===== config.mk =====
export PLATFORM = sky130hd
export DESIGN_NAME = modulate_quarter_rate_flat
export DESIGN_NICKNAME = d
export VERILOG_FILES = /design/src/rtl/modulate_quarter_rate_if.sv /design/src/rtl/modulate_quarter_rate.sv /design/src/flat_wrapper.sv
export SDC_FILE = /design/constraint.sdc
export NUM_CORES = 1
export LEC_CHECK = 0
export ABC_AREA = 1
export BUFFER_PORTS_ARGS = -buffer_cell sky130_fd_sc_hd__buf_2
export CORE_ASPECT_RATIO = 1.2
export CORE_UTILIZATION = 56
export CTS_CLUSTER_SIZE = 28
export DETAILED_ROUTE_END_ITERATION = 6
export PLACE_DENSITY_LB_ADDON = 0.08
export SLEW_MARGIN = 10
export SYNTH_ARGS = -nofsm -noshare
export SYNTH_HDL_FRONTEND = slang
export SYNTH_SLANG_ARGS = --single-unit

===== constraint.sdc =====
create_clock -name clk -period 2 [get_ports clk]
set_input_delay 0.5 -clock clk [delete_from_list [all_inputs] [get_ports clk]]
set_output_delay 0.5 -clock clk [all_outputs]
set_load 0.005 [all_outputs]

===== src/rtl/modulate_quarter_rate_if.sv =====
// Stream bundle for the quarter-rate modulator: input sample stream and
// rotated output stream, both valid/ready.
interface modulate_quarter_rate_if #(
  parameter int G_DWIDTH = 24,
  parameter int G_CHW    = 1
);
  logic signed [G_DWIDTH-1:0] din_re;
  logic signed [G_DWIDTH-1:0] din_im;
  logic                       din_valid;
  logic                       din_ready;
  logic signed [G_DWIDTH-1:0] dout_re;
  logic signed [G_DWIDTH-1:0] dout_im;
  logic [G_CHW-1:0]           dout_ch;
  logic                       dout_valid;
  logic                       dout_ready;

  modport master (
    output din_re, din_im, din_valid,
    input  din_ready,
    input  dout_re, dout_im, dout_ch, dout_valid,
    output dout_ready
  );

  modport slave (
    input  din_re, din_im, din_valid,
    output din_ready,
    output dout_re, dout_im, dout_ch, dout_valid,
    input  dout_ready
  );
endinterface


===== src/rtl/modulate_quarter_rate.sv =====
// Multiplies an interleaved complex stream by (-j)^n or (+j)^n, one phase
// step per frame of G_NUM_CH samples, with a single output register stage.
module modulate_quarter_rate #(
  parameter int G_DWIDTH   = 24,
  parameter int G_NUM_CH   = 1,
  parameter int G_SATURATE = 1
) (
  input  logic clk,
  input  logic reset,
  input  logic enable,
  input  logic dir,
  input  logic phase_clear,
  modulate_quarter_rate_if.slave bus
);

  localparam int CHW = (G_NUM_CH > 1) ? $clog2(G_NUM_CH) : 1;
  localparam logic [CHW-1:0] LAST_CH = CHW'(G_NUM_CH - 1);
  localparam logic signed [G_DWIDTH-1:0] MIN_VAL = {1'b1, {(G_DWIDTH-1){1'b0}}};
  localparam logic signed [G_DWIDTH-1:0] MAX_VAL = {1'b0, {(G_DWIDTH-1){1'b1}}};

  logic                       en_q;
  logic [1:0]                 phase;
  logic [CHW-1:0]             ch_cnt;
  logic                       accept;
  logic                       consume;
  logic                       frame_end;
  logic signed [G_DWIDTH-1:0] rot_re;
  logic signed [G_DWIDTH-1:0] rot_im;

  // Negating the most-negative code either clamps to the most-positive code
  // or wraps back onto itself, depending on G_SATURATE.
  function automatic logic signed [G_DWIDTH-1:0] negate(
    input logic signed [G_DWIDTH-1:0] x
  );
    if ((G_SATURATE != 0) && (x == MIN_VAL)) return MAX_VAL;
    return -x;
  endfunction

  assign bus.din_ready = en_q & (~bus.dout_valid | bus.dout_ready);
  assign accept        = bus.din_valid & bus.din_ready;
  assign consume       = bus.dout_valid & bus.dout_ready;
  assign frame_end     = (ch_cnt == LAST_CH);

  // Rotate the incoming sample by the current quarter-turn phase.
  always_comb begin
    rot_re = bus.din_re;
    rot_im = bus.din_im;
    case (phase)
      2'd0: begin
        rot_re = bus.din_re;
        rot_im = bus.din_im;
      end
      2'd1: begin
        rot_re = bus.din_im;
        rot_im = negate(bus.din_re);
      end
      2'd2: begin
        rot_re = negate(bus.din_re);
        rot_im = negate(bus.din_im);
      end
      default: begin
        rot_re = negate(bus.din_im);
        rot_im = bus.din_re;
      end
    endcase
  end

  // Enable pipeline: ready follows enable one cycle late.
  always_ff @(posedge clk or posedge reset) begin
    if (reset) en_q <= 1'b0;
    else       en_q <= enable;
  end

  // Phase and channel counters; the phase steps once per completed frame.
  always_ff @(posedge clk or posedge reset) begin
    if (reset) begin
      phase  <= 2'd0;
      ch_cnt <= '0;
    end else if (!enable || phase_clear) begin
      phase  <= 2'd0;
      ch_cnt <= '0;
    end else if (accept) begin
      if (frame_end) begin
        ch_cnt <= '0;
        phase  <= dir ? (phase - 2'd1) : (phase + 2'd1);
      end else begin
        ch_cnt <= ch_cnt + 1'b1;
      end
    end
  end

  // Output register: load on accept, empty on consume, flush when disabled.
  always_ff @(posedge clk or posedge reset) begin
    if (reset) begin
      bus.dout_valid <= 1'b0;
      bus.dout_re    <= '0;
      bus.dout_im    <= '0;
      bus.dout_ch    <= '0;
    end else if (!enable) begin
      bus.dout_valid <= 1'b0;
    end else if (accept) begin
      bus.dout_valid <= 1'b1;
      bus.dout_re    <= rot_re;
      bus.dout_im    <= rot_im;
      bus.dout_ch    <= ch_cnt;
    end else if (consume) begin
      bus.dout_valid <= 1'b0;
    end
  end

endmodule

===== src/flat_wrapper.sv =====
// flat-port wrapper written by rule: the top's interface ports become plain ports
module modulate_quarter_rate_flat 
#(
  parameter int G_DWIDTH   = 24,
  parameter int G_NUM_CH   = 1,
  parameter int G_SATURATE = 1
)
  (clk, reset, enable, dir, phase_clear, bus_din_re, bus_din_im, bus_din_valid, bus_din_ready, bus_dout_re, bus_dout_im, bus_dout_ch, bus_dout_valid, bus_dout_ready);
  modulate_quarter_rate_if #(.G_DWIDTH(G_DWIDTH)) bus_i ();
  input  logic clk;
  input  logic reset;
  input  logic enable;
  input  logic dir;
  input  logic phase_clear;
  input wire logic [$bits(bus_i.din_re)-1:0] bus_din_re;
  input wire logic [$bits(bus_i.din_im)-1:0] bus_din_im;
  input wire logic [$bits(bus_i.din_valid)-1:0] bus_din_valid;
  output wire logic [$bits(bus_i.din_ready)-1:0] bus_din_ready;
  output wire logic [$bits(bus_i.dout_re)-1:0] bus_dout_re;
  output wire logic [$bits(bus_i.dout_im)-1:0] bus_dout_im;
  output wire logic [$bits(bus_i.dout_ch)-1:0] bus_dout_ch;
  output wire logic [$bits(bus_i.dout_valid)-1:0] bus_dout_valid;
  input wire logic [$bits(bus_i.dout_ready)-1:0] bus_dout_ready;
  assign bus_i.din_re = bus_din_re;
  assign bus_i.din_im = bus_din_im;
  assign bus_i.din_valid = bus_din_valid;
  assign bus_din_ready = bus_i.din_ready;
  assign bus_dout_re = bus_i.dout_re;
  assign bus_dout_im = bus_i.dout_im;
  assign bus_dout_ch = bus_i.dout_ch;
  assign bus_dout_valid = bus_i.dout_valid;
  assign bus_i.dout_ready = bus_dout_ready;
  modulate_quarter_rate #(.G_DWIDTH(G_DWIDTH), .G_NUM_CH(G_NUM_CH), .G_SATURATE(G_SATURATE)) u_core (.clk(clk), .reset(reset), .enable(enable), .dir(dir), .phase_clear(phase_clear), .bus(bus_i));
endmodule

==> results of run 1 <==
logic make-up after synthesis:
logic type      synth area share (%)
flops                           26.5
compound gates                  13.6
xor+xnor                        1.61
other cells                   0.0765
fa+ha+maj                       1.53
simple gates                    46.9
buf+inv                         9.78
synthesized netlist by cell type (2+ instances only):
master,n
nand2_1,283
nand3_1,99
inv_1,65
nor2_1,60
a21oi_1,55
dfrtp_1,52
nand4_1,25
clkbuf_1,21
a221oi_1,20
buf_2,14
o21ai_0,13
nor2_4,9
o211ai_1,9
xor2_1,9
nor2_2,7
o21ai_1,7
ha_1,6
nand3_2,6
inv_2,5
nand2_2,5
buf_6,4
a21oi_2,3
nand2_4,3
nand3_4,3
buf_1,2
buf_4,2
nor3_1,2
layout by cell type (no fill, tap or decap), types with 2 or more instances in the layout:
master,instances
nand4_1,25
nor2_4,9
nor3_1,2
nand2_1,283
nand2_4,3
nand2_2,5
inv_1,64
nor2_1,60
o21ai_1,7
ha_1,5
dfrtp_1,52
nand3_2,6
a221oi_1,20
nand3_4,3
a21oi_1,55
buf_12,9
clkbuf_8,5
o211ai_1,9
o21ai_0,13
a21oi_2,3
buf_2,104
nor2_2,7
xor2_1,9
inv_2,6
buf_4,38
nand3_1,99
stage by stage:
stage | area, µm² | std cells
detailed placement | 5820 | 1020
global route | 5930 | 1028
finish | 5930 | 1028
floorplan | 4900 | 795
global placement | 5820 | 1020
CTS | 5930 | 1028
worst max-delay path by stage:
stage,from,endpoint,slack [ps],cells after the start
final,u_core.phase[0],u_core.bus.dout_re[2],220,9
after global routing,bus_din_im[0],u_core.bus.dout_im[14],80,12
after CTS,bus_din_im[0],u_core.bus.dout_im[14],240,12
after detailed placement,bus_din_im[0],u_core.bus.dout_im[14],-120,12
after global placement,bus_din_im[0],u_core.bus.dout_im[14],-90,12
after floorplan,bus_din_re[0],u_core.bus.dout_re[5],110,11
metal layers:
metal  global-route usage (%)  share of wire, %  vias up
met3                     3.89               8.5       27
met2                     58.4                47      324
met4                     9.95               2.1        0
met5                        0                 0        -
met1                     47.5                42     2646
li1                         -                 -     2850
final cells by class:
type	instances	area [µm²]	area share, %
Multi-Input combinational cell	630	3120	52.7
Inverter	70	263	4.43
Timing Repair Buffer	151	986	16.6
Sequential cell	52	1300	21.9
Clock buffer	5	68.8	1.16
Tap cell	117	146	2.47
Clock inverter	3	42.5	0.717
state kept, by name (all words and copies together), names as in the netlist:
name                   cells
u_core.bus.dout_im        24
u_core.phase               2
u_core.bus.dout_valid      1
u_core.en_q                1
u_core.bus.dout_re        24
power by group:
part           leakage, nW  switching [mW]  internal (mW)  total (mW)
Sequential           0.654           0.107           1.24        1.35
Clock               0.0541           0.375          0.371       0.746
Combinational         2.44           0.569          0.434        1.00
Total                 3.14            1.05           2.04        3.09
worst max-delay path, delay by kind of cell, from the launching register on:
| kind | cells | cell delay [ps] |
|---|---|---|
| buffers and inverters | 4 | 590 |
| AND/OR/NAND/NOR | 2 | 140 |
| flip-flops | 1 | 420 |
| AO/OA/AOI/OAI | 2 | 300 |
| adder cells (fa/ha/maj) | 1 | 210 |
==> results.toml, run 1 <==
[route]
drtIter0Drc = 576
vias = 5847
drt-vias-per-instance = 5.69
ant_nets = 0
routed_wl_mm = 15.5
wl_per_cell_um = 15.1
drtPass1Iterations = 5
route.detailed.drc = 0

[sta]
max_freq_mhz = 561
finalSetupViolations = 0
maxSlewViolCount = 0
hold_violations = 0
fin_crit_ps = 1780
fin_ws_ps = 217
clock_skew_ps = 8.60
setup_tns_ps = 0
rsz0062_at_grt = "false"
whs_ps = 209
fin_crit_sh_pct = 89.1

[critical_path]
cp.required_ps = 2240
rrSetupSlack_ps = 220
crit_chain = "inv_1, ha_1, buf_12, inv_1, o22ai_1, inv_1, nand3_1, nand2_1, o21ai_0"
r2r-end = "u_core.bus.dout_re[2]"
r2r-start = "u_core.phase[0]"
cp-end-kind = "flop"
reg2reg_depth = 9
critical_path_class = "reg2reg"
critical_path_peak_fanout = 45
crit_top_cell = "inv_1"
crit_path_start_kind = "flop"
cp.arrival_ps = 2020
slowest_delay_ps = 420
cp_slowest_cell = "dfrtp_1"

[die]
io_pins = 106
die-area_um2 = 9130
dieWidth_um = 87.4
die_y_um = 104
core_um2 = 8520
rows = 37
start_util_pct = 57.5

[layout]
num-fill-cells = 817
final_core_util_pct = 69.6
syn2layout_area_growth_pct = 21.0
nNetsFinal = 971
drive_above_1_share_pct = 22.3
diodes = 0

[global_routing]
grt_pass1_wl_mm = 25.5
grt_pass1_vias = 5359
grt_max_degree = 53
antenna_found_initial = 0
grt_overflow = 0
track_usage_pct = 35.1

[logic_synthesis]
netlist_top_cells_area = "dfrtp_1 (27%), nand2_1 (22%), nand3_1 (10%)"
synthesis.area_um2 = 4900
synth-edff-count = 0
ys_ff_latch = 52
yosys.area.top_type = "dfrtp_1"
syn-num-nets = 856
ys.flop_type = "dfrtp_1"
yosys_warnings = 0
synth_cell_types = 33
synthArstFlopShare_pct = 100
synth_top_area_share_pct = 26.5
synthCells = 795
synth.avg_cell_area_um2 = 6.17
ys_seq_area_share_pct = 26.5

[clock_network]
cts_tree = "yes"
clockRootBuffer = "clkbuf_8"
postCtsSetupBuffers = 0
cts_resized = 0
cts_buffer_depth = 2
hold_buffers = 0
path_clk_slew_ps = 100
cts_sinks = 52
htreeDepth = 2
cts_buffers = 5
worstSkewPairLatency_ps = 320

[power]
p_per_area_nw_per_um2 = 522
p_leak_nw = 3.14
peakVddDrop_mv = 0.385
finalPower_mw = 3.09

[run_status]
outcome = "finished, final reports clean"

[job]
maxCapViolCount = 0

[placement]
port_buffers = 104
dp_hpwl_mm = 11.3
dp_slack_ps = -117
gp_congestion = 0.927

[worst_hold_path]
min_path_type = "in2async"
Power figures use the tool's default switching activity.
==> inputs of run 2 (changes only) <==
Settings changed: CELL_PAD_IN_SITES_DETAIL_PLACEMENT set to 0, CELL_PAD_IN_SITES_GLOBAL_PLACEMENT set to 2, CORE_UTILIZATION 56 to 29.
==> run 2 against run 1 <==
Net effect:
- fmax shrank 2.3%
- critical path depth rose by 3
- global-route usage down 10 points
- routed wire length is 36% higher
- combinational power rose by 14%
- hold slack better by 36 ps
- clock power up 21%
- sequential cell count did not move
- final cell count grew 16%
- setup slack got worse by 42 ps
- non-clock buffer count increased by 75
- final area grew 13%
- highest routed layer unchanged
==> results.toml, run 2 (synthesized netlist as in run 1, its figures left out) <==
[sta]
whs_ps = 245
finalSetupViolations = 0
fin_crit_ps = 1820
rsz0062_at_grt = "false"
fin_crit_sh_pct = 91.2
clock_skew_ps = 5.87
max_freq_mhz = 548
maxSlewViolCount = 0
hold_violations = 0

[layout]
finalNonFillerCells = 1197
nNetsFinal = 1046
final_common_cell = "nand2_1"
drive_above_1_share_pct = 28.0
top_regs = "u_core.bus.dout_im (24), u_core.bus.dout_re (24), u_core.phase (2)"
diodes = 0
layout_common_cells = "nand2_1 (283), buf_4 (109), buf_2 (104), nand3_1 (99), inv_1 (64)"
syn2layout_area_growth_pct = 36.4
num-fill-cells = 1767
stdcell_area_um2 = 6690

[critical_path]
cp-end-kind = "flop"
cp.arrival_ps = 2080
rrSetupSlack_ps = 190
critical_path_class = "in2reg"
crit_path_start_kind = "primary input"
critical_path_peak_fanout = 9
cp.required_ps = 2250

[die]
die-area_um2 = 17400
io_pins = 106
core_um2 = 16400
rows = 51
dieWidth_um = 121
die_y_um = 144
start_util_pct = 29.9

[power]
p_leak_nw = 3.53
p_per_area_nw_per_um2 = 510
peakVddDrop_mv = 0.332

[global_routing]
grt_pass1_wl_mm = 32.4
grt_pass1_vias = 5762
antenna_found_initial = 0
track_usage_pct = 24.9
grt_overflow = 0
grt_max_degree = 75

[clock_network]
clockRootBuffer = "clkbuf_16"
path_clk_slew_ps = 80
worstSkewPairLatency_ps = 310
cts_sinks = 52
postCtsSetupBuffers = 0
hold_buffers = 0
cts_buffers = 5
htreeDepth = 2
cts_tree = "yes"
cts_buffer_depth = 2
cts_resized = 0

[route]
drt-vias-per-instance = 5.06
routed_wl_mm = 21.1
wl_per_cell_um = 17.6
route.detailed.drc = 0
drtPass1Iterations = 5
vias = 6053
drtIter0Drc = 444
ant_nets = 0

[worst_hold_path]
min_path_type = "in2async"

[placement]
placed_cell_area_um2 = 6550
dp.cells = 1190
port_buffers = 104
gp_congestion = 0.882
dp_hpwl_mm = 15.9

[run_status]
outcome = "finished, final reports clean"

[job]
maxCapViolCount = 0
[run 2: cell types whose count changed in the layout (fill, tap and decap cells not counted)]
cell,delta
clkbuf_8,-5
clkbuf_1,+1
bufinv_16,-1
buf_12,+4
buf_4,+71
clkinvlp_4,-1
clkbuf_16,+5
[run 2: worst paths after layout]
| check | start | end | cells past startpoint |
|---|---|---|---|
| min reg2reg | u_core.bus.dout_im[18] | u_core.bus.dout_im[18] | 2 |
| max reg2reg | u_core.phase[0] | u_core.bus.dout_re[2] | 9 |
| max | bus_din_im[0] | u_core.bus.dout_im[6] | 12 |
| min | reset | u_core.bus.dout_re[3] | 3 |
| max in group asynchronous | reset | u_core.bus.dout_im[8] | 3 |
| min in group clk | enable | u_core.en_q | 1 |
[run 2: stage by stage]
step | utilization (%) | total power [mW] | setup TNS, ps | setup WS, ps
4_1_cts | 40.8 | 3.46 | 0 | 180
5_1_grt | 40.8 | 3.63 | 0 | 48.6
3_5_place_dp | 40.0 | 2.53 | -2490 | -134
3_3_place_gp | 40.0 | 2.52 | -1500 | -105
2_1_floorplan | - | 1.88 | 0 | 114
6_report | 40.8 | 3.41 | 0 | 175
[run 2: final cells by class]
class | count | area (µm²) | area share [%]
Sequential cell | 52 | 1300 | 19.5
Multi-Input combinational cell | 630 | 3120 | 46.7
Clock inverter | 1 | 5.00 | 0.0749
Timing Repair Buffer | 226 | 1600 | 23.9
Inverter | 70 | 263 | 3.93
Tap cell | 212 | 265 | 3.97
Clock buffer | 6 | 129 | 1.93
[run 2: per-layer routing]
metal | GRT usage (%) | vias up | wire, µm
li1 | - | 3002 | -
met1 | 34.1 | 2808 | 9640
met2 | 40.3 | 218 | 9750
met3 | 3.04 | 25 | 1140
met4 | 8.25 | 0 | 571
met5 | 0 | - | 0
[run 2: critical path, stage by stage]
cell and delay [ps]:
buf_2 100, inv_1 100, ha_1 260, nand3_1 170
nor2_4 160, nand3_2 100, buf_4 190, nand3_1 100
nand2_1 60, nand3_1 180, nand2_1 80, nand2_1 60
[run 2: power by group]
part	internal (mW)	switching, mW
Sequential	1.24	0.123
Combinational	0.510	0.629
Clock	0.459	0.446
==> inputs of run 3 (changes only) <==
Settings changed: GPL_TIMING_DRIVEN set to 0, MAX_ROUTING_LAYER set to met4.
==> run 3 against run 2 <==
Net effect:
- setup slack got worse by 74 ps
- combinational power decreased by 9.6%
- utilization decreased by 4.3 points
- total power decreased by 2.7%
- critical path depth unchanged
- count of clock-buffer cells in the layout decreased by 1
- clock skew decreased by 0.79 ps
==> results.toml, run 3 (synthesized netlist as in run 1, its figures left out) <==
[sta]
setup_tns_ps = 0
slew_headroom_pct = 51.6
max_freq_mhz = 527
fin_crit_sh_pct = 94.9
tightest_slew_ps = 726
hold_violations = 0
finalSetupViolations = 0
clock_skew_ps = 5.08
fin_ws_ps = 101
whs_ps = 264
maxSlewViolCount = 0
fin_crit_ps = 1900

[route]
ant_nets = 0
route.detailed.drc = 0
drt-vias-per-instance = 5.17
drtIter0Drc = 639
vias = 5814
drtPass1Iterations = 5
wl_per_cell_um = 19.3
routed_wl_mm = 21.7

[clock_network]
cts_buffer_depth = 2
cts_sinks = 52
worstSkewPairLatency_ps = 310
cts_buffers = 5
path_clk_slew_ps = 80
clockRootBuffer = "clkbuf_16"
htreeDepth = 2
cts_tree = "yes"

[critical_path]
crit_path_start_kind = "primary input"
critical_path_peak_fanout = 10
r2r-start = "u_core.phase[0]"
startpoint = "bus_din_re[0]"
cp.arrival_ps = 2080
cp-end-kind = "flop"
cp.required_ps = 2180
critical_path_class = "in2reg"

[die]
start_util_pct = 29.9
die_y_um = 144
dieWidth_um = 121
io_pins = 106
die-area_um2 = 17400
rows = 51
core_um2 = 16400

[placement]
dp_slack_ps = -493
dp.cells = 1112
gp_congestion = 0.916
dp_hpwl_mm = 16.9
placed_cell_area_um2 = 5710
port_buffers = 104

[global_routing]
grt_max_degree = 29
track_usage_pct = 26.0
grt_pass1_vias = 5486
grt_pass1_wl_mm = 32.6
antenna_found_initial = 0
grt_overflow = 0

[power]
p_per_area_nw_per_um2 = 554
p_leak_nw = 3.10
peakVddDrop_mv = 0.323

[layout]
top_regs = "u_core.bus.dout_im (24), u_core.bus.dout_re (24), u_core.phase (2)"
syn2layout_area_growth_pct = 22.1
nNetsFinal = 973
layout_common_cells = "nand2_1 (283), buf_2 (118), nand3_1 (97), inv_1 (62), nor2_1 (59)"
diodes = 0
finalNonFillerCells = 1125
final_common_cell = "nand2_1"
drive_above_1_share_pct = 22.6
stdcell_area_um2 = 5990

[worst_hold_path]
min_path_type = "in2async"

[run_status]
outcome = "finished, final reports clean"

[job]
maxCapViolCount = 0
run 3: final timing paths:
kind | endpoint | slack (ps) | cells past startpoint
setup / recovery | u_core.bus.dout_re[13] | 100 | 12
hold / removal | u_core.bus.dout_im[3] | 260 | 2
setup reg to reg | u_core.bus.dout_re[13] | 110 | 5
hold reg to reg | u_core.bus.dout_re[0] | 480 | 2
max in group asynchronous | u_core.bus.dout_im[10] | 1170 | 3
min in group clk | u_core.en_q | 310 | 1
run 3: per-stage QoR:
stage	total power, mW	utilization [%]
2_1_floorplan	1.88	-
3_3_place_gp	2.35	34.7
3_5_place_dp	2.37	34.8
4_1_cts	3.36	36.1
5_1_grt	3.53	36.5
6_report	3.32	36.5
run 3: worst max-delay path, cell delays in order:
cell and delay (ps):
buf_2 130, clkinvlp_4 170, ha_4 230, nand3_4 130, nor2_8 60, nand3_4 140, buf_6 180, nand3_1 110
nand2_1 70, nand2_1 60, o211ai_1 180, nand2_1 100
run 3: power by group:
| group | internal [mW] | switching (mW) |
|---|---|---|
| combinational | 0.409 | 0.625 |
| sequential | 1.24 | 0.0945 |
| clock | 0.476 | 0.471 |
run 3: area by class of cell:
class / instances / area [µm²]
fill: 1825 / 10400
multi-input combinational: 630 / 3170
clock inverter: 3 / 26.3
tap: 212 / 265
inverter: 70 / 267
clock buffer: 5 / 125
timing repair buffer: 111 / 586
sequential: 52 / 1300
buffer: 42 / 243
run 3: what timing repair did:
item / CTS / global route
hold endpoints to repair: 0 / 0
buffers inserted: 0 / 6
hold buffers: 0 / 0
endpoints found under the setup margin: 42 / 42
pin swaps: 2 / 3
gates resized for setup: 19 / 23
run 3: routing by layer:
layer	track usage (%)	wire [µm]
met1	34.9	10100
met2	41.0	9930
met3	2.96	1280
met4	7.80	450
met5	-	0
